File: config.mk
export PLATFORM = sky130hd
export DESIGN_NAME = rca_operand_feeder_flat
export DESIGN_NICKNAME = d
export VERILOG_FILES = /design/src/rtl/rca_operand_feeder_pkg.sv /design/src/rtl/rca_operand_feeder_if.sv /design/src/rtl/rca_operand_feeder_lfsr.sv /design/src/rtl/rca_operand_feeder.sv /design/src/flat_wrapper.sv
export SDC_FILE = /design/constraint.sdc
export NUM_CORES = 1
export LEC_CHECK = 0
export CORE_AREA = 2 2 230 232
export CTS_BUF_LIST = sky130_fd_sc_hd__clkbuf_2
export CTS_CLUSTER_DIAMETER = 120
export DETAILED_ROUTE_END_ITERATION = 10
export DIE_AREA = 0 0 232 234
export HOLD_SLACK_MARGIN = 0.02
export PLACE_DENSITY = 0.75
export SYNTH_ARGS = -nofsm -noshare
export SYNTH_HDL_FRONTEND = slang
export SYNTH_SLANG_ARGS = --single-unit
export TNS_END_PERCENT = 30
File: constraint.sdc
create_clock -name clk -period 2.6 [get_ports clk]
set_input_delay 0.26 -clock clk [delete_from_list [all_inputs] [get_ports clk]]
set_output_delay 0.26 -clock clk [all_outputs]
set_load 0.01 [all_outputs]
File: src/rtl/rca_operand_feeder_pkg.sv
// Shared constants, FSM state type and LFSR step function for the
// 128-bit ripple-carry adder operand feeder.
package rca_feeder_pkg;

    localparam int WIDTH = 128;
    localparam int CNT_W = 32;

    // Galois feedback mask for x^128 + x^127 + x^126 + x^121 + 1.
    // The x^128 term is implicit (it is the bit shifted out).
    localparam logic [WIDTH-1:0] POLY = (128'h1 << 127) | (128'h1 << 126) |
                                        (128'h1 << 121) | 128'h1;

    typedef enum logic [1:0] {
        IDLE = 2'd0,
        RUN  = 2'd1,
        DONE = 2'd2
    } feeder_state_e;

    // One Galois step: shift left, fold the outgoing MSB back through POLY.
    function automatic logic [WIDTH-1:0] lfsr_next(input logic [WIDTH-1:0] s);
        return {s[WIDTH-2:0], 1'b0} ^ (s[WIDTH-1] ? POLY : '0);
    endfunction

endpackage

File: src/rtl/rca_operand_feeder_if.sv
// Control/operand bundle between the stimulus driver and the operand feeder.
interface rca_operand_feeder_if;
    import rca_feeder_pkg::*;

    logic             seed_load;
    logic [WIDTH-1:0] seed_a;
    logic [WIDTH-1:0] seed_b;
    logic             start;
    logic [CNT_W-1:0] count;
    logic             stop;
    logic [WIDTH-1:0] a_out;
    logic [WIDTH-1:0] b_out;
    logic             valid;
    logic             busy;
    logic             done;
    logic [CNT_W-1:0] issued;

    // Driver side: issues commands, observes operands and status.
    modport master (
        output seed_load, seed_a, seed_b, start, count, stop,
        input  a_out, b_out, valid, busy, done, issued
    );

    // Feeder side.
    modport slave (
        input  seed_load, seed_a, seed_b, start, count, stop,
        output a_out, b_out, valid, busy, done, issued
    );

endinterface

File: src/rtl/rca_operand_feeder_lfsr.sv
// 128-bit Galois LFSR with parameterised reset seed, seed load and step
// enable. A zero seed would lock the register at zero forever, so it is
// replaced with 1 on load.
module galois_lfsr_128
    import rca_feeder_pkg::*;
#(
    parameter logic [WIDTH-1:0] RST_SEED = 128'h1
) (
    input  logic             clk,
    input  logic             rst,
    input  logic             load,
    input  logic [WIDTH-1:0] seed,
    input  logic             step,
    output logic [WIDTH-1:0] state
);

    logic [WIDTH-1:0] state_q;
    logic [WIDTH-1:0] load_val;

    // Zero-seed substitution for the load path.
    always_comb begin
        load_val = (seed == '0) ? WIDTH'(1) : seed;
    end

    // LFSR register: reset seed, then load has priority over step.
    always_ff @(posedge clk) begin
        // NOTE: sequential state uses non-blocking assignments so every
        // register samples pre-edge values regardless of evaluation order.
        if (rst) begin
            state_q <= RST_SEED;
        end else if (load) begin
            state_q <= load_val;
        end else if (step) begin
            state_q <= lfsr_next(state_q);
        end
    end

    assign state = state_q;

endmodule

File: src/rtl/rca_operand_feeder.sv
// Operand feeder: two Galois LFSRs plus a control FSM issue a programmed
// number of pseudo-random operand pairs, one per clock, on registered
// outputs feeding the adder's a/b inputs.
module rca_operand_feeder
    import rca_feeder_pkg::*;
(
    input  logic                 clk,
    input  logic                 rst,
    rca_operand_feeder_if.slave  bus
);

    feeder_state_e    state_q;
    logic [WIDTH-1:0] a_out_q;
    logic [WIDTH-1:0] b_out_q;
    logic             valid_q;
    logic             done_q;
    logic [CNT_W-1:0] issued_q;
    logic [CNT_W-1:0] issued_d;
    logic [CNT_W-1:0] target_q;

    logic [WIDTH-1:0] lfsr_a;
    logic [WIDTH-1:0] lfsr_b;
    logic             lfsr_load;
    logic             lfsr_step;
    logic             is_run;

    // Command decode: seeds are accepted only outside RUN; the LFSRs advance
    // exactly when a pair is issued, so a stop cycle leaves them untouched.
    always_comb begin
        // NOTE: every signal gets an unconditional value here, so no latch
        // can be inferred from a missing branch.
        is_run    = (state_q == RUN);
        lfsr_load = !is_run && bus.seed_load;
        lfsr_step = is_run && !bus.stop;
        issued_d  = issued_q + CNT_W'(1);
    end

    galois_lfsr_128 #(
        .RST_SEED (128'h1)
    ) u_lfsr_a (
        .clk   (clk),
        .rst   (rst),
        .load  (lfsr_load),
        .seed  (bus.seed_a),
        .step  (lfsr_step),
        .state (lfsr_a)
    );

    galois_lfsr_128 #(
        .RST_SEED (128'h2)
    ) u_lfsr_b (
        .clk   (clk),
        .rst   (rst),
        .load  (lfsr_load),
        .seed  (bus.seed_b),
        .step  (lfsr_step),
        .state (lfsr_b)
    );

    // Control FSM with registered operand and status outputs.
    always_ff @(posedge clk) begin
        if (rst) begin
            state_q  <= IDLE;
            a_out_q  <= '0;
            b_out_q  <= '0;
            valid_q  <= 1'b0;
            done_q   <= 1'b0;
            issued_q <= '0;
            target_q <= '0;
        end else begin
            valid_q <= 1'b0;
            case (state_q)
                IDLE, DONE: begin
                    if (bus.start) begin
                        // A zero-length run goes straight to DONE.
                        target_q <= bus.count;
                        issued_q <= '0;
                        done_q   <= (bus.count == '0);
                        state_q  <= (bus.count == '0) ? DONE : RUN;
                    end else if (bus.seed_load) begin
                        done_q  <= 1'b0;
                        state_q <= IDLE;
                    end else if (state_q == DONE) begin
                        // Raised one cycle after the final valid pair.
                        done_q <= 1'b1;
                    end
                end
                RUN: begin
                    if (bus.stop) begin
                        done_q  <= 1'b1;
                        state_q <= DONE;
                    end else begin
                        a_out_q  <= lfsr_a;
                        b_out_q  <= lfsr_b;
                        valid_q  <= 1'b1;
                        issued_q <= issued_d;
                        if (issued_d == target_q) begin
                            state_q <= DONE;
                        end
                    end
                end
                default: begin
                    state_q <= IDLE;
                end
            endcase
        end
    end

    assign bus.a_out  = a_out_q;
    assign bus.b_out  = b_out_q;
    assign bus.valid  = valid_q;
    assign bus.busy   = is_run;
    assign bus.done   = done_q;
    assign bus.issued = issued_q;

endmodule

File: src/flat_wrapper.sv
// flat-port wrapper written by rule: the top's interface ports become plain ports
module rca_operand_feeder_flat import rca_feeder_pkg::*;
  (clk, rst, bus_seed_load, bus_seed_a, bus_seed_b, bus_start, bus_count, bus_stop, bus_a_out, bus_b_out, bus_valid, bus_busy, bus_done, bus_issued);
  rca_operand_feeder_if bus_i ();
  input  logic clk;
  input  logic rst;
  input wire logic [$bits(bus_i.seed_load)-1:0] bus_seed_load;
  input wire logic [$bits(bus_i.seed_a)-1:0] bus_seed_a;
  input wire logic [$bits(bus_i.seed_b)-1:0] bus_seed_b;
  input wire logic [$bits(bus_i.start)-1:0] bus_start;
  input wire logic [$bits(bus_i.count)-1:0] bus_count;
  input wire logic [$bits(bus_i.stop)-1:0] bus_stop;
  output wire logic [$bits(bus_i.a_out)-1:0] bus_a_out;
  output wire logic [$bits(bus_i.b_out)-1:0] bus_b_out;
  output wire logic [$bits(bus_i.valid)-1:0] bus_valid;
  output wire logic [$bits(bus_i.busy)-1:0] bus_busy;
  output wire logic [$bits(bus_i.done)-1:0] bus_done;
  output wire logic [$bits(bus_i.issued)-1:0] bus_issued;
  assign bus_i.seed_load = bus_seed_load;
  assign bus_i.seed_a = bus_seed_a;
  assign bus_i.seed_b = bus_seed_b;
  assign bus_i.start = bus_start;
  assign bus_i.count = bus_count;
  assign bus_i.stop = bus_stop;
  assign bus_a_out = bus_i.a_out;
  assign bus_b_out = bus_i.b_out;
  assign bus_valid = bus_i.valid;
  assign bus_busy = bus_i.busy;
  assign bus_done = bus_i.done;
  assign bus_issued = bus_i.issued;
  rca_operand_feeder u_core (.clk(clk), .rst(rst), .bus(bus_i));
endmodule
==> impl_metrics.ini, run 1 <==
[worst_hold_path]
whs_endpoint = u_core.u_lfsr_b.state[105]$_SDFFE_PP0P_
whs_path_depth = 4
hp-start = bus_seed_b[105]
hold_class = primary input to register

[setup_path]
rrSetupSlack_ps = -150
arrival_ps = 3980
r2r_start = u_core.bus.issued[3]$_SDFFE_PP0P_
cp_max_fo = 7
startpoint_type = register
end_kind = register
rr_worst_depth = 8
rr_endpoint = u_core.state_q[1]$_SDFFE_PP0P_
critical_path_class = register to register
required_ps = 3820

[cts]
cts.sinks = 580
cts_max_level = 4
root_buffer = clkbuf_2
cts-buffers-inserted = 150
clk_latency_ps = 1340
clk_path_buf_depth = 3
clk_pin_slew_worst_paths_ps = 100
tritoncts = done

[cells_and_area]
fin_nets = 4449
finalNonFillerCells = 4949
area_delta_synth_final_pct = 66.68
final_util_pct = 71.50
fill_cells = 3503
drive_gt1_share_pct = 9.805

[power]
internal_power_mw = 13.58
irDropWorstVdd_uv = 430.3
clkPwrFrac_pct = 33.8
p_per_area_mw_per_mm2 = 529.0
power_leakage_nw = 15.17
power_mw = 19.68
power_switching_mw = 6.096
combPwrFrac_pct = 17.2
p_seq_share_pct = 49.0
switching_share_pct = 30.98

[synth]
ys.flop_type = dfxtp_1
postSynthCellCount = 2853
syn_nets = 3147
syn-cell-area_mm2 = 0.02232
synth-edff-count = 0
ys_seq_area_share_pct = 52.03
synth_cell_types = 54
syn_area_per_cell_um2 = 7.822
synth-seq-cells = 580
yosys_warnings = 0
async_flop_share_pct = 0

[grt]
grt_first_pass_wirelength_um = 161100
grt_usage_pct = 38.24
grt_overflow = 0
antenna_found_initial = 5
grt_max_degree = 101
first_global_vias = 28838

[place]
post-place-cells = 4034
io_buffers = 583
dpl.hpwl_um = 56650
finalWeightedCongestion = 0.9773

[timing]
finalSetupViolCount = 3
rsz0062_at_grt = yes
worst_pin_slew_ps = 859.2
fin_crit_ps = 2751
fmax_ghz = 0.3636
finalCritPeriodShare_pct = 105.8
finalHoldViolCount = 0
relSlewSlack_pct = 42.72
slew_violations = 0
skew_ps = 106.5
final.setup.worst_slack_ps = -150.6

[floorplanning]
die_w_um = 232
pin_count = 584
row_count = 84
start_util_pct = 42.89
dieArea_mm2 = 0.05429
core_region_area_mm2 = 0.05202
die_h_um = 234

[run_status]
violations = setup timing
status = finished, violations left

[routing]
drc = 0
dr.pass1.iters = 7
via_per_inst = 5.803
drtIter0Drc = 3573
vias = 28719
drt.antenna.violating_nets = 0
wl_um = 107600
wl_per_cell_um = 21.74

[run]
cap_violations = 0
[sequential cells by signal (all words and copies together), names as in the netlist]
signal / flops
u_core.bus.done: 1
u_core.u_lfsr_b.state: 128
u_core.state_q: 2
u_core.target_q: 32
u_core.bus.b_out: 128
u_core.u_lfsr_a.state: 128
u_core.bus.a_out: 128
u_core.bus.issued: 32
u_core.bus.valid: 1
[routing by layer]
metal / track usage, % / wire length [um] / vias to the layer above
met5: 1.429 / 67 / -
li1: - / - / 12549
met4: 28.95 / 9184 / 4
met1: 40.91 / 37320 / 13263
met3: 15.10 / 12150 / 700
met2: 60.92 / 48890 / 2203
[cells by family (layout without fill, tap and decap cells)]
| kind of cell | after synthesis | after routing | share of synthesized area, % |
|---|---|---|---|
| compound gates | 643 | 643 | 16.63 |
| simple gates | 1350 | 1350 | 25.28 |
| fa+ha+maj | 1 | 1 | 0.05606 |
| other cells | 0 | 8 | 0 |
| flops | 580 | 580 | 52.03 |
| buf+inv | 228 | 1628 | 3.998 |
| mux | 1 | 1 | 0.04486 |
| xor+xnor | 50 | 50 | 1.962 |
[layout make-up]
class	instances	area (um2)	share of cell area, %
antenna	8	20.02	0.05382
clock buffer	212	1061	2.853
clock inverter	38	274.0	0.7367
inverter	8	30.03	0.08073
multi-input combinational	2045	9961	26.78
sequential	580	11640	31.29
tap	688	860.8	2.314
timing repair buffer	1370	13350	35.89
[how the worst max path moves through the flow]
| stage | slack [ps] | from | end |
|---|---|---|---|
| 3_3_place_gp | -570 | bus_seed_b[55] | u_core.u_lfsr_b.state[119]$_SDFFE_PP0P_ |
| 2_1_floorplan | -110 | u_core.bus.issued[3]$_SDFFE_PP0P_ | u_core.state_q[1]$_SDFFE_PP0P_ |
| 3_5_place_dp | -550 | bus_seed_b[53] | u_core.u_lfsr_b.state[119]$_SDFFE_PP0P_ |
| 4_1_cts | -140 | u_core.bus.issued[3]$_SDFFE_PP0P_ | u_core.state_q[1]$_SDFFE_PP0P_ |
| 5_1_grt | -280 | u_core.bus.issued[15]$_SDFFE_PP0P_ | u_core.state_q[1]$_SDFFE_PP0P_ |
| 6_report | -150 | u_core.bus.issued[3]$_SDFFE_PP0P_ | u_core.state_q[1]$_SDFFE_PP0P_ |
[stage by stage]
stage | TNS, ps | hold WS (ps) | setup WS (ps) | cell area, um2
6_report | -341.7 | 207.7 | -150.6 | 37200
2_1_floorplan | -202.6 | 392.7 | -114.1 | 22410
5_1_grt | -551.0 | 99.47 | -275.9 | 37190
4_1_cts | -346.3 | 20.90 | -142.7 | 37060
3_5_place_dp | -7074 | 445.3 | -552.8 | 29460
3_3_place_gp | -7346 | 441.0 | -569.5 | 29460
[synthesized netlist by cell type, types with 5 or more instances]
cell	count	area (um2)
nor4_1	78	488.0
nand2b_1	5	31.28
dfxtp_1	580	11610
a311oi_1	7	61.31
nor2_1	130	488.0
nor3_1	78	390.4
a31oi_1	181	1132
a222oi_1	12	120.1
and3_1	7	43.79
nand4_1	33	206.5
inv_1	8	30.03
buf_4	5	37.54
a21oi_1	322	1612
nand2_1	967	3630
buf_2	8	40.04
buf_1	12	45.04
xor2_1	21	183.9
xnor2_1	29	254.0
nand3_1	21	105.1
o21ai_0	25	125.1
o31ai_1	7	52.55
nor3b_1	6	45.04
o22ai_1	66	412.9
clkbuf_1	194	728.2
[power by group through the flow]
stage / clock network [mW] / registers, mW / logic, mW
2_1_floorplan: 0 / 9.75 / 1.16
3_3_place_gp: 0 / 9.78 / 2.34
3_5_place_dp: 0 / 9.79 / 2.36
4_1_cts: 6.49 / 9.58 / 3.14
5_1_grt: 7.15 / 9.67 / 3.56
6_report: 6.66 / 9.64 / 3.38
[cell usage in the layout, fill, tap and decap left out, drive strengths merged, types with 5 or more instances in the layout]
master	instances
and3	7
nand2b	5
xnor2	29
or4	5
a222oi	12
dlymetal6s2s	13
clkdlybuf4s15	5
nor3b	6
dfxtp	580
nand4	34
a21oi	322
xor2	21
a311oi	7
nand2	967
clkinv	25
o21ai	26
dlygate4sd3	650
clkbuf	212
o22ai	66
clkdlybuf4s50	296
nor2	130
nor3	78
nor4	81
diode	8
dlygate4sd2	267
buf	139
o31ai	7
inv	13
nand3	22
a31oi	181
[worst max-delay path, cell delays in order (launching register included)]
cell	delay [ps]
dfxtp_2	370
nand4_4	120
or4_4	630
nor3b_4	250
xnor2_1	140
o2111ai_1	120
or4_4	570
a2111oi_4	290
o211a_1	210
[repair_timing]
item / in CTS / in global routing
hold buffers: 651 / 0
pin swaps: 2 / 5
setup buffers: 3 / 3
gates resized for setup: 295 / 29
endpoints found under the hold margin: 580 / 0
endpoints found under the setup margin: 275 / 22
Note: power is estimated with default switching activity, not from simulation.
==> inputs of run 2 (changes only) <==
--- a/config.mk
+++ b/config.mk
@@ -5,13 +5,14 @@
 export SDC_FILE = /design/constraint.sdc
 export NUM_CORES = 1
 export LEC_CHECK = 0
-export CORE_AREA = 2 2 230 232
+export ABC_AREA = 1
+export CORE_AREA = 2 2 225 227
 export CTS_BUF_LIST = sky130_fd_sc_hd__clkbuf_2
 export CTS_CLUSTER_DIAMETER = 120
 export DETAILED_ROUTE_END_ITERATION = 10
-export DIE_AREA = 0 0 232 234
+export DIE_AREA = 0 0 227 229
 export HOLD_SLACK_MARGIN = 0.02
-export PLACE_DENSITY = 0.75
+export PLACE_DENSITY = 0.78
 export SYNTH_ARGS = -nofsm -noshare
 export SYNTH_HDL_FRONTEND = slang
 export SYNTH_SLANG_ARGS = --single-unit
==> constraint.sdc (replaced) <==
create_clock -name clk -period 3 [get_ports clk]
set_input_delay 0.3 -clock clk [delete_from_list [all_inputs] [get_ports clk]]
set_output_delay 0.3 -clock clk [all_outputs]
set_load 0.01 [all_outputs]
==> run 2 against run 1 <==
The flow now finishes without violations; combinational power down 21%; register-to-register slack better by 550 ps; utilization down 0.71 points; die area down 4.2%; clock-buffer cell count rose by 1.
==> impl_metrics.ini, run 2 <==
[grt]
antenna_found_initial = 9
grt_usage_pct = 37.45
grt_first_pass_wirelength_um = 151000
first_global_vias = 27646
grt_max_degree = 143
grt_overflow = 0

[synth]
synth_cell_types = 35
syn-cell-area_mm2 = 0.02358
synth.top_cell.area_share_pct = 49.25
postSynthCellCount = 3274
ys.flop_type = dfxtp_1
ys_seq_area_share_pct = 49.25
syn_area_per_cell_um2 = 7.201
synth-seq-cells = 580
synth.area.top_cells = dfxtp_1 (49%), nand2_1 (17%), a21oi_1 (6.4%), inv_1 (5.7%), nand3_1 (3.5%)
synthTopCellsByCount = nand2_1 (1,061), dfxtp_1 (580), inv_1 (360)
netlist.top_cell.by_area = dfxtp_1
synthMostInstantiatedCell = nand2_1
async_flop_share_pct = 0
synth-edff-count = 0
yosys_warnings = 0
syn_nets = 3568

[cts]
clk_latency_ps = 1370
clk_path_buf_depth = 3
clk_pin_slew_worst_paths_ps = 160
cts-buffers-inserted = 148
tritoncts = done
cts_max_level = 4
root_buffer = clkbuf_2
cts.sinks = 580

[timing]
slew_violations = 0
fmax_ghz = 0.3530
finalSetupViolCount = 0
fin_tns_setup_ps = 0
finalHoldViolCount = 0
rsz0062_at_grt = no
fin_crit_ps = 2833
holdWs_ps = 138.7
relSlewSlack_pct = 6.862
skew_ps = 93.12
finalCritPeriodShare_pct = 94.42
worst_pin_slew_ps = 1384

[place]
dpl.hpwl_um = 57160
io_buffers = 583
place_area_mm2 = 0.02990
finalWeightedCongestion = 0.9953

[cells_and_area]
fin_nets = 4539
area_delta_synth_final_pct = 49.11
final_area_mm2 = 0.03515
final_cell_mix = nand2_1 (1,060), clkdlybuf4s50_1 (580), dfxtp_1 (579)
final_common_cell = nand2_1
fill_cells = 3613
drive_gt1_share_pct = 6.716

[floorplanning]
core_region_area_mm2 = 0.04966
start_util_pct = 47.48
pin_count = 584
dieArea_mm2 = 0.05198
row_count = 82
die_w_um = 227
die_h_um = 229

[setup_path]
rr_worst_depth = 9
startpoint_type = primary input
r2r_start = u_core.state_q[0]$_SDFFE_PP0P_
required_ps = 4290
end_kind = register
rr_endpoint = u_core.u_lfsr_b.state[68]$_SDFFE_PP0P_
rrSetupSlack_ps = 400
arrival_ps = 4120
critical_path_class = primary input to register
cp_max_fo = 2

[worst_hold_path]
whs_path_depth = 4
whs_endpoint = u_core.u_lfsr_b.state[23]$_SDFFE_PP0P_
hold_class = primary input to register
hp-start = bus_seed_b[23]

[run_status]
status = finished clean

[routing]
drc = 0
drt.antenna.violating_nets = 0
vias = 27524
drtIter0Drc = 2813
via_per_inst = 5.473
wl_um = 98340
wl_per_cell_um = 19.56
dr.pass1.iters = 8

[power]
power_switching_mw = 5.133
combPwrFrac_pct = 16.0
switching_share_pct = 30.83
p_seq_share_pct = 50.2
p_per_area_mw_per_mm2 = 473.7
clkPwrFrac_pct = 33.8
power_leakage_nw = 14.69
irDropWorstVdd_uv = 332.2
internal_power_mw = 11.52

[run]
cap_violations = 0
## run 2: changes by cell type in the layout (fill, tap and decap cells not counted), sizes merged, moves of 76 or more
cell and delta:
nor3 -76, nand2 +102, o21ai +86, clkdlybuf4s50 +284, dlygate4sd3 -262, nand3 +142, inv +358, a31oi -121
dlygate4sd2 -266, buf -107
## run 2: critical path, cell delays in order
cell and delay, ps:
dlygate4sd3_1 530, clkdlybuf4s50_1 520, nor4_1 690, nand4_1 400, nor4_1 750, a21oi_1 190, dlygate4sd3_1 610, o21ai_0 130
## run 2: how the worst max path moves through the flow
stage,to,cells past startpoint,startpoint
global route,bus_b_out[124],1,u_core.bus.b_out[124]$_SDFFE_PP0P_
floorplan,u_core.state_q[1]$_SDFFE_PP0P_,18,u_core.bus.issued[1]$_SDFFE_PP0P_
CTS,bus_issued[23],1,u_core.bus.issued[23]$_SDFFE_PP0P_
finish,u_core.u_lfsr_a.state[0]$_SDFFE_PP1P_,8,bus_seed_a[125]
detailed placement,u_core.u_lfsr_a.state[0]$_SDFFE_PP1P_,6,bus_seed_a[125]
global placement,u_core.u_lfsr_a.state[0]$_SDFFE_PP1P_,6,bus_seed_a[125]
## run 2: metal layers
metal | GRT usage [%] | wire [um]
met4 | 27.57 | 7726
met2 | 58.56 | 44210
met1 | 42.11 | 35840
met5 | 0 | 8
met3 | 13.06 | 10560
## run 2: cells by family after synthesis
logic type	after synthesis	synth area share, %
AOI/OAI and AO/OA	598	14.35
xor gates and xnor gates	12	0.4458
adders and majority gates	1	0.05306
buffers and inverters	547	8.837
DFF	580	49.25
and+or+nand+nor	1536	27.07
## run 2: area by class of cell
| class | instances | area (um2) | area share [%] |
|---|---|---|---|
| Inverter | 366 | 1391 | 3.958 |
| Multi-Input combinational cell | 2147 | 9893 | 28.14 |
| Clock buffer | 213 | 1066 | 3.033 |
| Tap cell | 672 | 840.8 | 2.392 |
| Antenna cell | 9 | 22.52 | 0.06407 |
| Clock inverter | 40 | 255.2 | 0.7261 |
| Timing Repair Buffer | 1002 | 10070 | 28.65 |
| Sequential cell | 580 | 11610 | 33.03 |
## run 2: through the flow
stage	utilization (%)	power, mW	setup WS [ps]	instances
finish	70.79	16.65	167.4	5029
global route	70.78	17.34	36.41	5028
CTS	70.74	16.42	39.40	5020
detailed placement	60.22	10.60	248.8	4378
global placement	60.22	10.56	324.8	4378
floorplan	-	9.549	950.9	3274
## run 2: power groups by stage
stage	registers (mW)	clock network, mW	logic [mW]
after global placement	8.48	0	2.08
final	8.35	5.63	2.67
after global routing	8.39	6.09	2.86
after CTS	8.32	5.58	2.53
after floorplan	8.48	0	1.07
after detailed placement	8.49	0	2.11
## run 2: timing repair
item / in CTS / in global routing
setup endpoints to repair: 1 / 2
hold buffers: 389 / 0
buffers inserted: 0 / 0
gates resized for setup: 1 / 2
endpoints found under the hold margin: 580 / 0
